File: src/rtl/bp_pkg.sv
// Shared types and defaults for the global-history branch predictor controller.
package bp_pkg;

  localparam int         BP_HIST_W   = 8;
  localparam logic [1:0] BP_INIT_CTR = 2'b10;

  typedef enum logic {
    INIT,
    RUN
  } bp_state_e;

  typedef struct packed {
    logic [BP_HIST_W-1:0] idx;
    logic                 pred;
  } bp_entry_t;

endpackage

File: src/rtl/bp_inflight_fifo.sv
// In-flight prediction FIFO: synchronous push/pop with a whole-queue flush.
module bp_inflight_fifo
  import bp_pkg::*;
#(
  parameter int  DEPTH   = 4,
  parameter type entry_t = bp_entry_t
) (
  input  logic   clk,
  input  logic   reset_n,
  input  logic   push_i,
  input  entry_t push_data_i,
  input  logic   pop_i,
  input  logic   flush_i,
  output entry_t pop_data_o,
  output logic   full_o,
  output logic   empty_o
);

  localparam int PW = $clog2(DEPTH);

  entry_t          mem_q [DEPTH];
  logic [PW-1:0]   wr_ptr_q;
  logic [PW-1:0]   rd_ptr_q;
  logic [PW:0]     count_q;
  logic            push_ok;
  logic            pop_ok;

  assign empty_o = (count_q == '0);
  assign full_o  = (count_q == (PW+1)'(DEPTH));
  assign pop_ok  = pop_i && !empty_o;
  // A pop in the same cycle frees the slot, so a push into a full queue is legal then.
  assign push_ok = push_i && (!full_o || pop_ok);

  assign pop_data_o = mem_q[rd_ptr_q];

  always_ff @(posedge clk) begin
    if (push_ok && !flush_i) begin
      mem_q[wr_ptr_q] <= push_data_i;
    end
  end

  always_ff @(posedge clk or negedge reset_n) begin
    if (!reset_n) begin
      wr_ptr_q <= '0;
      rd_ptr_q <= '0;
      count_q  <= '0;
    end else if (flush_i) begin
      wr_ptr_q <= '0;
      rd_ptr_q <= '0;
      count_q  <= '0;
    end else begin
      if (push_ok) wr_ptr_q <= wr_ptr_q + 1'b1;
      if (pop_ok)  rd_ptr_q <= rd_ptr_q + 1'b1;
      case ({push_ok, pop_ok})
        2'b10:   count_q <= count_q + 1'b1;
        2'b01:   count_q <= count_q - 1'b1;
        default: count_q <= count_q;
      endcase
    end
  end

endmodule

File: src/rtl/branch_predictor_ctrl.sv
// Predictor table sequencer: init sweep, GHR ownership, resolution updates and mispredict flagging.
// Optional BP_PERF_COUNTERS_EN adds branch/mispredict performance counters.
module branch_predictor_ctrl
  import bp_pkg::*;
#(
  parameter int         HIST_W   = BP_HIST_W,
  parameter int         DEPTH    = 4,
  parameter logic [1:0] INIT_CTR = BP_INIT_CTR
) (
  input  logic              clk,
  input  logic              reset_n,
  input  logic              branch_decode_sig,
  input  logic              prediction_in,
  input  logic              branch_mem_sig,
  input  logic              actual_branch_decision,
  output logic [HIST_W-1:0] ghr,
  output logic              ready,
  output logic              tbl_init_we,
  output logic [HIST_W-1:0] tbl_init_idx,
  output logic              tbl_upd_en,
  output logic [HIST_W-1:0] tbl_upd_idx,
  output logic              tbl_upd_taken,
  output logic              mispredict,
`ifdef BP_PERF_COUNTERS_EN
  output logic [31:0]       perf_branches,
  output logic [31:0]       perf_mispredicts,
`endif
  output logic              err_sticky
);

  typedef struct packed {
    logic [HIST_W-1:0] idx;
    logic              pred;
  } entry_t;

  bp_state_e         state_q;
  logic [HIST_W-1:0] sweep_q;
  logic [HIST_W-1:0] ghr_q;
  logic [HIST_W-1:0] ghr_d;
  logic [HIST_W-1:0] init_idx_q;
  logic [HIST_W-1:0] upd_idx_q;
  logic              ready_q;
  logic              init_we_q;
  logic              upd_en_q;
  logic              upd_taken_q;
  logic              misp_q;
  logic              err_q;

  entry_t            head;
  entry_t            push_entry;
  logic              fifo_full;
  logic              fifo_empty;
  logic              in_run;
  logic              pop_ok;
  logic              flush;
  logic              push_ok;
  logic              err_set;
  logic              unused_init_ctr;

  // The table array owns the init value; it is kept here so the whole predictor is configured in one place.
  assign unused_init_ctr = ^INIT_CTR;

  assign in_run     = (state_q == RUN);
  assign pop_ok     = in_run && branch_mem_sig && !fifo_empty;
  assign flush      = pop_ok && (head.pred != actual_branch_decision);
  assign push_ok    = in_run && branch_decode_sig && !flush;
  assign err_set    = in_run && ((branch_decode_sig && fifo_full && !pop_ok) ||
                                 (branch_mem_sig && fifo_empty));
  assign push_entry = '{idx: ghr_q, pred: prediction_in};
  assign ghr_d      = {ghr_q[HIST_W-2:0], actual_branch_decision};

  bp_inflight_fifo #(
    .DEPTH   (DEPTH),
    .entry_t (entry_t)
  ) u_fifo (
    .clk         (clk),
    .reset_n     (reset_n),
    .push_i      (push_ok),
    .push_data_i (push_entry),
    .pop_i       (pop_ok),
    .flush_i     (flush),
    .pop_data_o  (head),
    .full_o      (fifo_full),
    .empty_o     (fifo_empty)
  );

  // The GHR advances only on resolution, so it never holds wrong-path history.
  always_ff @(posedge clk or negedge reset_n) begin
    if (!reset_n) begin
      state_q     <= INIT;
      sweep_q     <= '0;
      ghr_q       <= '0;
      init_idx_q  <= '0;
      upd_idx_q   <= '0;
      ready_q     <= 1'b0;
      init_we_q   <= 1'b0;
      upd_en_q    <= 1'b0;
      upd_taken_q <= 1'b0;
      misp_q      <= 1'b0;
      err_q       <= 1'b0;
    end else begin
      init_we_q <= 1'b0;
      upd_en_q  <= 1'b0;
      misp_q    <= 1'b0;
      case (state_q)
        INIT: begin
          init_we_q  <= 1'b1;
          init_idx_q <= sweep_q;
          sweep_q    <= sweep_q + 1'b1;
          if (sweep_q == '1) state_q <= RUN;
        end
        RUN: begin
          ready_q <= 1'b1;
          if (pop_ok) begin
            upd_en_q    <= 1'b1;
            upd_idx_q   <= head.idx;
            upd_taken_q <= actual_branch_decision;
            misp_q      <= flush;
            ghr_q       <= ghr_d;
          end
          if (err_set) err_q <= 1'b1;
        end
        default: state_q <= INIT;
      endcase
    end
  end

`ifdef BP_PERF_COUNTERS_EN
  logic [31:0] perf_br_q;
  logic [31:0] perf_mp_q;

  always_ff @(posedge clk or negedge reset_n) begin
    if (!reset_n) begin
      perf_br_q <= '0;
      perf_mp_q <= '0;
    end else begin
      if (pop_ok) perf_br_q <= perf_br_q + 32'd1;
      if (flush)  perf_mp_q <= perf_mp_q + 32'd1;
    end
  end

  assign perf_branches    = perf_br_q;
  assign perf_mispredicts = perf_mp_q;
`endif

  assign ghr           = ghr_q;
  assign ready         = ready_q;
  assign tbl_init_we   = init_we_q;
  assign tbl_init_idx  = init_idx_q;
  assign tbl_upd_en    = upd_en_q;
  assign tbl_upd_idx   = upd_idx_q;
  assign tbl_upd_taken = upd_taken_q;
  assign mispredict    = misp_q;
  assign err_sticky    = err_q;

endmodule

File: config.mk
export PLATFORM = sky130hd
export DESIGN_NAME = branch_predictor_ctrl
export DESIGN_NICKNAME = d
export VERILOG_FILES = /design/src/rtl/bp_pkg.sv /design/src/rtl/bp_inflight_fifo.sv /design/src/rtl/branch_predictor_ctrl.sv
export SDC_FILE = /design/constraint.sdc
export NUM_CORES = 1
export LEC_CHECK = 0
export ABC_CLOCK_PERIOD_IN_PS = 5100
export CAP_MARGIN = 20
export CORE_UTILIZATION = 35
export DETAILED_ROUTE_END_ITERATION = 10
export HOLD_SLACK_MARGIN = 0.02
export SLEW_MARGIN = 5
export SYNTH_ARGS = -nofsm -noshare
export SYNTH_HDL_FRONTEND = slang
export SYNTH_SLANG_ARGS = --single-unit
File: constraint.sdc
create_clock -name clk -period 5.1 [get_ports clk]
set_input_delay 0.51 -clock clk [delete_from_list [all_inputs] [get_ports clk]]
set_output_delay 0.51 -clock clk [all_outputs]
set_load 0.02 [all_outputs]
=== After elaboration in Yosys (flattened, before gate mapping) ===
Memory sizes are Yosys's and may differ from the RTL's.
Index checks and enable logic that the tools add are counted.

* Bits in registers: 46
* Memory bits (writable): 36
* Memories: 1

{| class="wikitable"
|+ Memory list
! name !! words !! width !! rd ports !! clocked after memory_dff !! write ports !! line !! source
|-
| u_fifo.mem_q || 4 || 9 || 1 || 0 || 1 || bp_inflight_fifo.sv:21 || <nowiki>entry_t mem_q [DEPTH];</nowiki>
|}

* $add $sub $neg: 5
* Equality and inequality tests: 5
* Mux-type cells: 15
* Reduce and logical (&&, ||, !) cells: 24

{| class="wikitable"
|+ Operator list
! operator !! number
|-
| logical AND 1 bit || 12
|-
| two-way mux 1 bit || 9
|-
| adder 8 x 1 -> 8 bit (second input constant) || 1
|-
| == test 8 bit (second input constant) || 1
|-
| two-way mux 2 bit || 4
|-
| case mux 3 bit (2 select lines) || 1
|-
| adder 2 x 1 -> 2 bit (second input constant) || 2
|-
| logical NOT 1 bit || 4
|-
| AND reduction 2 bit || 2
|-
| nonzero test 2 bit || 2
|-
| adder 3 x 1 -> 3 bit (second input constant) || 1
|-
| == test 3 bit (second input constant) || 1
|-
| logical NOT 3 bit || 1
|-
| two-way mux 3 bit || 1
|-
| nonzero test 3 bit || 1
|-
| subtractor 3 x 1 -> 3 bit (second input constant) || 1
|-
| == test 2 x 1 -> 1 bit (second input constant) || 1
|-
| == test 2 bit (second input constant) || 1
|-
| logical OR 1 bit || 2
|-
| != test 1 bit || 1
|}

=== Longest topological paths before layout ===
Gate-level depths: netlist of the first run.

* Word-level depth: 10
* Gate-level depth with buffers: 10
* Mapped depth without buffers: 9

=== Modules after synthesis ===
Synthesis of the first run repeated with hierarchy kept, for this count alone.

* Cell total of the unflattened synthesis: 215
* Area total of the unflattened synthesis: 3,430.8 µm²

{| class="wikitable"
|+ By module, submodules not included
! module !! instances !! cells an instance !! area an instance (µm²) !! seq. area each (µm²)
|-
| bp_inflight_fifo || 1 || 114 || 1,874.3 || 1,256.2
|-
| branch_predictor_ctrl || 1 || 101 || 1,556.5 || 950.9
|}

=== Least setup slack after synthesis of the first run ===
Ideal clock, no wire load.

* Kind: flip-flop to flip-flop
* Start: register u_fifo.rd_ptr_q[1]
* End: register u_fifo.count_q[2]
* Setup time: 0.122 ns
* Arrival time: 2.618 ns
* Data required time: 4.978 ns
* Path slack: 2.361 ns
* Cell stages (with the launch flop): 10
* Period minus slack after synthesis: 2.739 ns
* Path through: dfrtp_1 > mux2i_1 > mux2_2 > or3_1 > inv_1 > o21ai_0 > fa_1 > and3_1 > a211o_1 > a32o_1

* Cells in the longest elaborated chain, start to end: 9

{| class="wikitable"
|+ RTL lines
! element !! line !! source
|-
| start: declaration || bp_inflight_fifo.sv:23 || <nowiki>logic [PW-1:0] rd_ptr_q;</nowiki>
|-
| start signal: assignment || bp_inflight_fifo.sv:53 || <nowiki>if (pop_ok) rd_ptr_q <= rd_ptr_q + 1'b1;</nowiki>
|-
| memory read (4 x 9 bit) (*) || - ||
|-
| != test 1 bit (*) || branch_predictor_ctrl.sv:65 || <nowiki>assign flush = pop_ok && (head.pred != actual_branch_decision);</nowiki>
|-
| logical AND 1 bit (*) || branch_predictor_ctrl.sv:65 ||
|-
| logical NOT 1 bit || branch_predictor_ctrl.sv:66 || <nowiki>assign push_ok = in_run && branch_decode_sig && !flush;</nowiki>
|-
| logical AND 1 bit || branch_predictor_ctrl.sv:66 ||
|-
| logical AND 1 bit || bp_inflight_fifo.sv:32 || <nowiki>assign push_ok = push_i && (!full_o || pop_ok);</nowiki>
|-
| == test 2 x 1 -> 1 bit or == test 2 bit (tied branches) || bp_inflight_fifo.sv:54 || <nowiki>case ({push_ok, pop_ok})</nowiki>
|-
| case mux 3 bit (2 select lines) || bp_inflight_fifo.sv:54 ||
|-
| two-way mux 3 bit || bp_inflight_fifo.sv:47 || <nowiki>end else if (flush_i) begin</nowiki>
|-
| end signal: assignment || bp_inflight_fifo.sv:55 || <nowiki>2'b10: count_q <= count_q + 1'b1;</nowiki>
|-
| end signal: assignment || bp_inflight_fifo.sv:56 || <nowiki>2'b01: count_q <= count_q - 1'b1;</nowiki>
|-
| end signal: assignment || bp_inflight_fifo.sv:57 || <nowiki>default: count_q <= count_q;</nowiki>
|-
| end: declaration || bp_inflight_fifo.sv:24 || <nowiki>logic [PW:0] count_q;</nowiki>
|}

Mark *: on every way between the ends. The rest lies on a longest branch, timed or not.
A chain may end at the register's enable or synchronous reset.

=== Worst setup path after layout of the first run ===
Same ends and word-level chain as after synthesis.

==> summary.md, run 1 <==
| Metric | Value |
|---|---|
| WP data arrival | 3580 ps |
| Port Buffers | 35 |
| Worst slew pin tran | 755 ps |
| Max_slew headroom | 49.7% |
| Congestion Overflow GR | 0 |
| Filler cells | 848 |
| I/O pins | 36 |
| Starting Density | 35.8% |
| Ys Warns | 0 |
| Area grow syn2layout | 20.4% |
| Clock Latency Late Sink | 350 ps |
| Longest Clk Path Bufs | 2 |
| First-pass iteration count of the detailed router | 4 |
| First-pass GRT wire length | 9680 µm |
| Largest net degree at the start of global routing | 46 |
| Final worst slack | 1760 ps |
| Vias in the first global route | 1829 |
| Placed Area | 3730 µm² |
| Max Slew Vio Count | 0 |
| Fin area | 3970 µm² |
| Number of max-cap violations | 0 |
| Clock tree sinks | 81 |
| Post-route antenna net violation count | 0 |
| Leakage power | 0.00172 µW |
| Vias per cell | 4.81 |
| HP Class | reg -> reg |
| Clk slew on worst S/H paths | 80 ps |
| Rows | 35 |
| Worst Path Max Fanout | 11 |
| Die W | 99.0 µm |
| Final HPWL DP | 3630 µm |
| Crit path max-delay family | multiplexers |
| Routability congestion estimate | 0.684 |
| CTS Buf Count | 9 |
| Dpl ws | 1550 ps |
| Power Density | 287 nW/µm² |
| Status | complete, no violations |
| Core ar. | 9200 µm² |
| Layout cell share with drive strength beyond 1 | 13.7% |
| Via count | 1905 |
| Max rail drop VDD | 0.105 mV |
| GRT Total Usage | 13.2% |
| WP data required | 5340 ps |
| Startpoint types | flop |
| Syn_nets | 253 |
| Die H | 99.0 µm |
| Clock Root Buffer | clkbuf_8 |
| Critical Path Sink Type | flop |
| CP Cell Sequence | mux2i_1 -> mux2_2 -> or3_1 -> inv_1 -> o21ai_0 -> fa_1 -> and3_1 -> a211o_1 -> a32o_1 |
| Yosys reg bits | 81 |
| Design Power | 1140 µW |
| Register area share after synthesis | 67.0% |
| Tmin final | 3340 ps |
| DRC errors left | 0 |
| Routed length per instance | 14.9 µm |
| Antenna violations before repair | 0 |
| Nets | 292 |
| Final setup TNS | 0 ps |
| F_max | 299 MHz |
| Synthesized instance count | 241 |
| Clk_skew | 8.88 ps |
| Ant. Diodes | 0 |
| Slowest stage delay, CP | 700 ps |
| Mean Syn Cell Area | 13.7 µm² |
| Final setup vio count | 0 |
| Type of the worst setup path | reg -> reg |
| Initial DRC count | 51 |
| Worst Path Buf+Inv | 1 |
| Distinct cell type count after synthesis | 36 |
| Fin crit share | 65.5% |
| Final hold vios | 0 |
| RSZ-0062 raised after global routing | no |
| Die ar. | 9800 µm² |
| Slowest stage cell on the critical path | dfrtp_1 |
| # H-tree levels | 3 |
| Cell Area, Synth | 3290 µm² |
| Detailed Route WL | 5900 µm |
| CTS tree | built |
[cell usage after synthesis, drive strengths merged]
cell type	instances	share of area [%]
nor4b	1	0.27
or2	1	0.19
clkbuf	4	0.46
nand2	58	6.6
and3	8	1.5
nor2	9	1.0
nor2b	2	0.38
a21oi	2	0.30
o311ai	1	0.80
fa	1	0.61
mux2	9	3.1
nor3b	2	0.46
buf	6	0.95
and2	1	0.19
a21o	1	0.23
dfrtp	45	34
a41o	1	0.30
mux2i	5	1.5
xnor2	6	1.6
inv	7	0.80
o2111ai	1	0.27
a32oi	1	0.27
a32o	1	0.30
xor2	4	1.1
nand2b	1	0.19
o21ai	6	0.91
nand3	5	0.76
a211o	1	0.27
mux4	8	5.5
or3	1	0.19
ha	5	1.9
nor3	1	0.15
edfxtp	36	33
[metal layers]
layer	global-route usage (%)	vias up	wire, µm
met5	0	-	0
met1	18.1	952	2870
met3	3.55	8	170
met2	20.1	30	2780
li1	-	915	-
met4	5.17	0	79
[flip-flops by register name, summed over array words and instances (netlist names)]
name,flops
u_fifo.mem_q,36
ghr,8
sweep_q,8
tbl_init_idx,8
tbl_upd_idx,8
u_fifo.count_q,3
u_fifo.rd_ptr_q,2
u_fifo.wr_ptr_q,2
err_sticky,1
in_run,1
mispredict,1
ready,1
tbl_init_we,1
tbl_upd_en,1
[area by class of cell]
type                       instances  area [µm²]  area share [%]
inverter                           7        26.3           0.663
multi-input combinational        143        1010            25.6
clock inverter                     6        38.8           0.978
tap                              111         139            3.50
clock buffer                      10         149            3.76
sequential                        81        2210            55.7
timing repair buffer              38         390            9.85
[final timing paths]
path                                     from           endpoint  slack (ps)  cells after the start
setup / recovery           u_fifo.rd_ptr_q[1]  u_fifo.count_q[2]        1760                      9
hold / removal                          ready              ready         470                      1
setup reg to reg           u_fifo.rd_ptr_q[1]  u_fifo.count_q[2]        1760                      9
hold reg to reg                         ready              ready         470                      1
max in group asynchronous             reset_n     tbl_upd_idx[6]        4100                      3
min in group asynchronous             reset_n         sweep_q[4]         530                      2
[through the flow]
step,std cells,hold slack (ps),utilization [%]
2_1_floorplan,241,214,-
3_3_place_gp,377,455,40.6
3_5_place_dp,377,460,40.6
4_1_cts,393,365,42.6
5_1_grt,396,511,43.1
6_report,396,474,43.1
[cells by family after synthesis]
logic type      Yosys count  share of synthesized area, %
xor+xnor                 10                          2.66
compound gates           15                          3.65
flops                    81                          67.0
mux                      22                          10.1
buf+inv                  17                          2.20
simple gates             90                          11.9
fa+ha+maj                 6                          2.51
[report_power, final]
group / internal [µW] / total [µW] / switching (µW) / leakage, µW
clock network: 206 / 444 / 239 / 0.0000936
logic: 6.19 / 16.3 / 10.1 / 0.000623
registers: 677 / 677 / 0 / 0.00101
[timing repair]
item | CTS | global route
setup buffers | 0 | 0
hold buffers | 0 | 1
gates resized for setup | 0 | 0
setup endpoints to repair | 0 | 0
hold endpoints to repair | 0 | 7
[placed cells by master, fill, tap and decap left out, types with 6 or more instances in the layout]
master / count
clkdlybuf4s50_1: 34
xnor2_1: 6
and3_1: 8
mux2_2: 9
edfxtp_1: 36
mux4_2: 8
nand2_1: 58
o21ai_0: 6
dfrtp_1: 45
clkbuf_8: 9
nor2_1: 9
inv_1: 6
No activity file was read; power rests on OpenSTA's default activity.
==> run 2, diff against run 1 <==
--- a/config.mk
+++ b/config.mk
@@ -5,7 +5,7 @@
 export SDC_FILE = /design/constraint.sdc
 export NUM_CORES = 1
 export LEC_CHECK = 0
-export ABC_CLOCK_PERIOD_IN_PS = 5100
+export ABC_CLOCK_PERIOD_IN_PS = 3020
 export CAP_MARGIN = 20
 export CORE_UTILIZATION = 35
 export DETAILED_ROUTE_END_ITERATION = 10
==> constraint.sdc (replaced) <==
create_clock -name clk -period 3.02 [get_ports clk]
set_input_delay 0.302 -clock clk [delete_from_list [all_inputs] [get_ports clk]]
set_output_delay 0.302 -clock clk [all_outputs]
set_load 0.02 [all_outputs]
==> summary.md, run 2 (synthesis gave the netlist of run 1 again) <==
| Metric | Value |
|---|---|
| Design Power | 1900 µW (+67%) |
| Power share of the clock group | 38.3% (-0.8 points) |
| Congestion Overflow GR | 0 (unchanged) |
| Final HPWL DP | 3660 µm (+0.89%) |
| Layout cell share with drive strength beyond 1 | 16.0% (+2.3 points) |
| Post-CTS setup buffers | 0 (unchanged) |
| Commonest non-fill, non-tap cell in the layout | nand2_1 |
| Final setup TNS | 0 ps (unchanged) |
| Tmin final | 2760 ps (-578 ps) |
| Worst Path Buf+Inv | 1 (unchanged) |
| Max reg flops | 36 (unchanged) |
| Power Density | 473 nW/µm² (+65%) |
| Rows | 35 (unchanged) |
| Type of the worst setup path | reg -> reg |
| Critical Path Source | u_fifo.rd_ptr_q[1] |
| # H-tree levels | 3 (unchanged) |
| Worst hold margin | 377 ps (-96.9 ps) |
| WP data required | 3270 ps (-2070 ps) |
| Largest Register | u_fifo.mem_q |
| Fin crit share | 91.5% (+26 points) |
| HP Class | in -> async |
| Vias per cell | 4.82 (+0.14%) |
| CP Cell Sequence | mux2i_1 -> mux2_2 -> or3_1 -> inv_1 -> o21ai_0 -> fa_1 -> and3_1 -> a211o_1 -> a32o_1 |
| F_max | 362 MHz (+21%) |
| Clock Latency Late Sink | 360 ps (about the same) |
| Slowest stage delay, CP | 420 ps (-280 ps) |
| Layout Cells excl Fill | 405 (+2.3%) |
| Clk slew on worst S/H paths | 80 ps (about the same) |
| CTS Hold Buffers Added | 0 (unchanged) |
| Die H | 99.0 µm (unchanged) |
| Sw Pwr | 419 µW (+68%) |
| Clock tree sinks | 81 (unchanged) |
| Max_slew headroom | 63.7% (+14 points) |
| Max rail drop VDD | 0.193 mV (+84%) |
| Cts repair resizes | 0 (unchanged) |
| Final hold vios | 0 (unchanged) |
| Area grow syn2layout | 22.0% |
| Starting Density | 35.8% (unchanged) |
| GRT Total Usage | 13.7% (+0.51 points) |
| Reg-to-Reg Start | u_fifo.rd_ptr_q[1] |
| Vias in the first global route | 1912 (+4.5%) |
| WP data arrival | 3010 ps (-570 ps) |
| Clk_skew | 12.3 ps (+3.43 ps) |
| Max Slew Vio Count | 0 (unchanged) |
| Critical Path Sink Type | flop |
| First-pass iteration count of the detailed router | 4 (unchanged) |
| Antenna violations before repair | 0 (unchanged) |
| Reg2Reg Setup Slack | 260 ps (-1500 ps) |
| I/O pins | 36 (unchanged) |
| Final setup vio count | 0 (unchanged) |
| Final Util | 43.7% (+0.57 points) |
| Port Buffers | 35 (unchanged) |
| Routability congestion estimate | 0.760 (+11%) |
| Core ar. | 9200 µm² (unchanged) |
| Seq pwr share | 60.2% (+0.7 points) |
| Slowest stage cell on the critical path | fa_1 |
| Post-Place Cells | 387 (+2.7%) |
| RSZ-0062 raised after global routing | no |
| Largest net degree at the start of global routing | 46 (unchanged) |
| Worst slew pin tran | 544 ps (-210 ps) |
| CTS tree | built |
| Die ar. | 9800 µm² (unchanged) |
| Number of max-cap violations | 0 (unchanged) |
| Clock Root Buffer | clkbuf_8 |
| Leakage power | 0.00176 µW (+2.3%) |
| CTS Buf Count | 9 (unchanged) |
| First-pass GRT wire length | 9890 µm (+2.1%) |
| Detailed Route WL | 5900 µm (about the same) |
| Worst Path Max Fanout | 5 (-6) |
| Int Pwr | 1480 µW (+67%) |
| Status | complete, no violations |
| Switching Fraction | 22.1% (+0.19 points) |
| DRC errors left | 0 (unchanged) |
| Routed length per instance | 14.6 µm (-2.2%) |
| Startpoint types | flop |
| Crit path max-delay family | multiplexers |
| Post-route antenna net violation count | 0 (unchanged) |
| Most frequent cells in the layout | 58 x nand2_1, 45 x dfrtp_1, 36 x edfxtp_1 |
| Longest Clk Path Bufs | 2 (unchanged) |
| Initial DRC count | 105 (+110%) |
| Nets | 301 (+3.1%) |
| Combinational cell fraction of total power | 1.5% (about the same) |
| Ant. Diodes | 0 (unchanged) |
| Die W | 99.0 µm (unchanged) |
| Via count | 1951 (+2.4%) |
-- run 2: cell type report --
cell class | count | area, µm²
fill | 861 | 5180
sequential | 81 | 2210
multi-input combinational | 143 | 1010
timing repair buffer | 47 | 450
clock buffer | 11 | 141
tap | 111 | 139
clock inverter | 5 | 38.8
inverter | 7 | 26.3
-- run 2: metrics by stage --
| step | setup WS, ps | area (µm²) |
|---|---|---|
| floorplan | 281 | 3290 |
| global placement | 157 | 3810 |
| detailed placement | 78.9 | 3810 |
| CTS | 224 | 3990 |
| global route | 56.9 | 4020 |
| finish | 258 | 4020 |
-- run 2: power groups by stage --
stage | clock network (µW) | registers, µW | logic, µW
finish | 727 | 1140 | 28.4
global route | 793 | 1140 | 32.9
CTS | 750 | 1140 | 25.7
detailed placement | 0 | 1170 | 25.7
global placement | 0 | 1170 | 25.0
floorplan | 0 | 1170 | 2.93
-- run 2: worst paths after layout --
| check | to | cells past startpoint |
|---|---|---|
| max | u_fifo.count_q[2] | 9 |
| min | tbl_init_idx[5] | 2 |
| max reg2reg | u_fifo.count_q[2] | 9 |
| min reg2reg | ready | 1 |
| max in group asynchronous | u_fifo.rd_ptr_q[1] | 3 |
| min in group clk | ready | 1 |
-- run 2: routing by layer --
layer / part of all wire (%) / routed length (µm) / up-vias / track usage (%)
li1: - / - / 933 / -
met1: 46 / 2710 / 965 / 17.6
met2: 49 / 2890 / 42 / 21.4
met3: 3.1 / 185 / 11 / 3.26
met4: 2.1 / 121 / 0 / 7.92
met5: 0 / 0 / - / 0
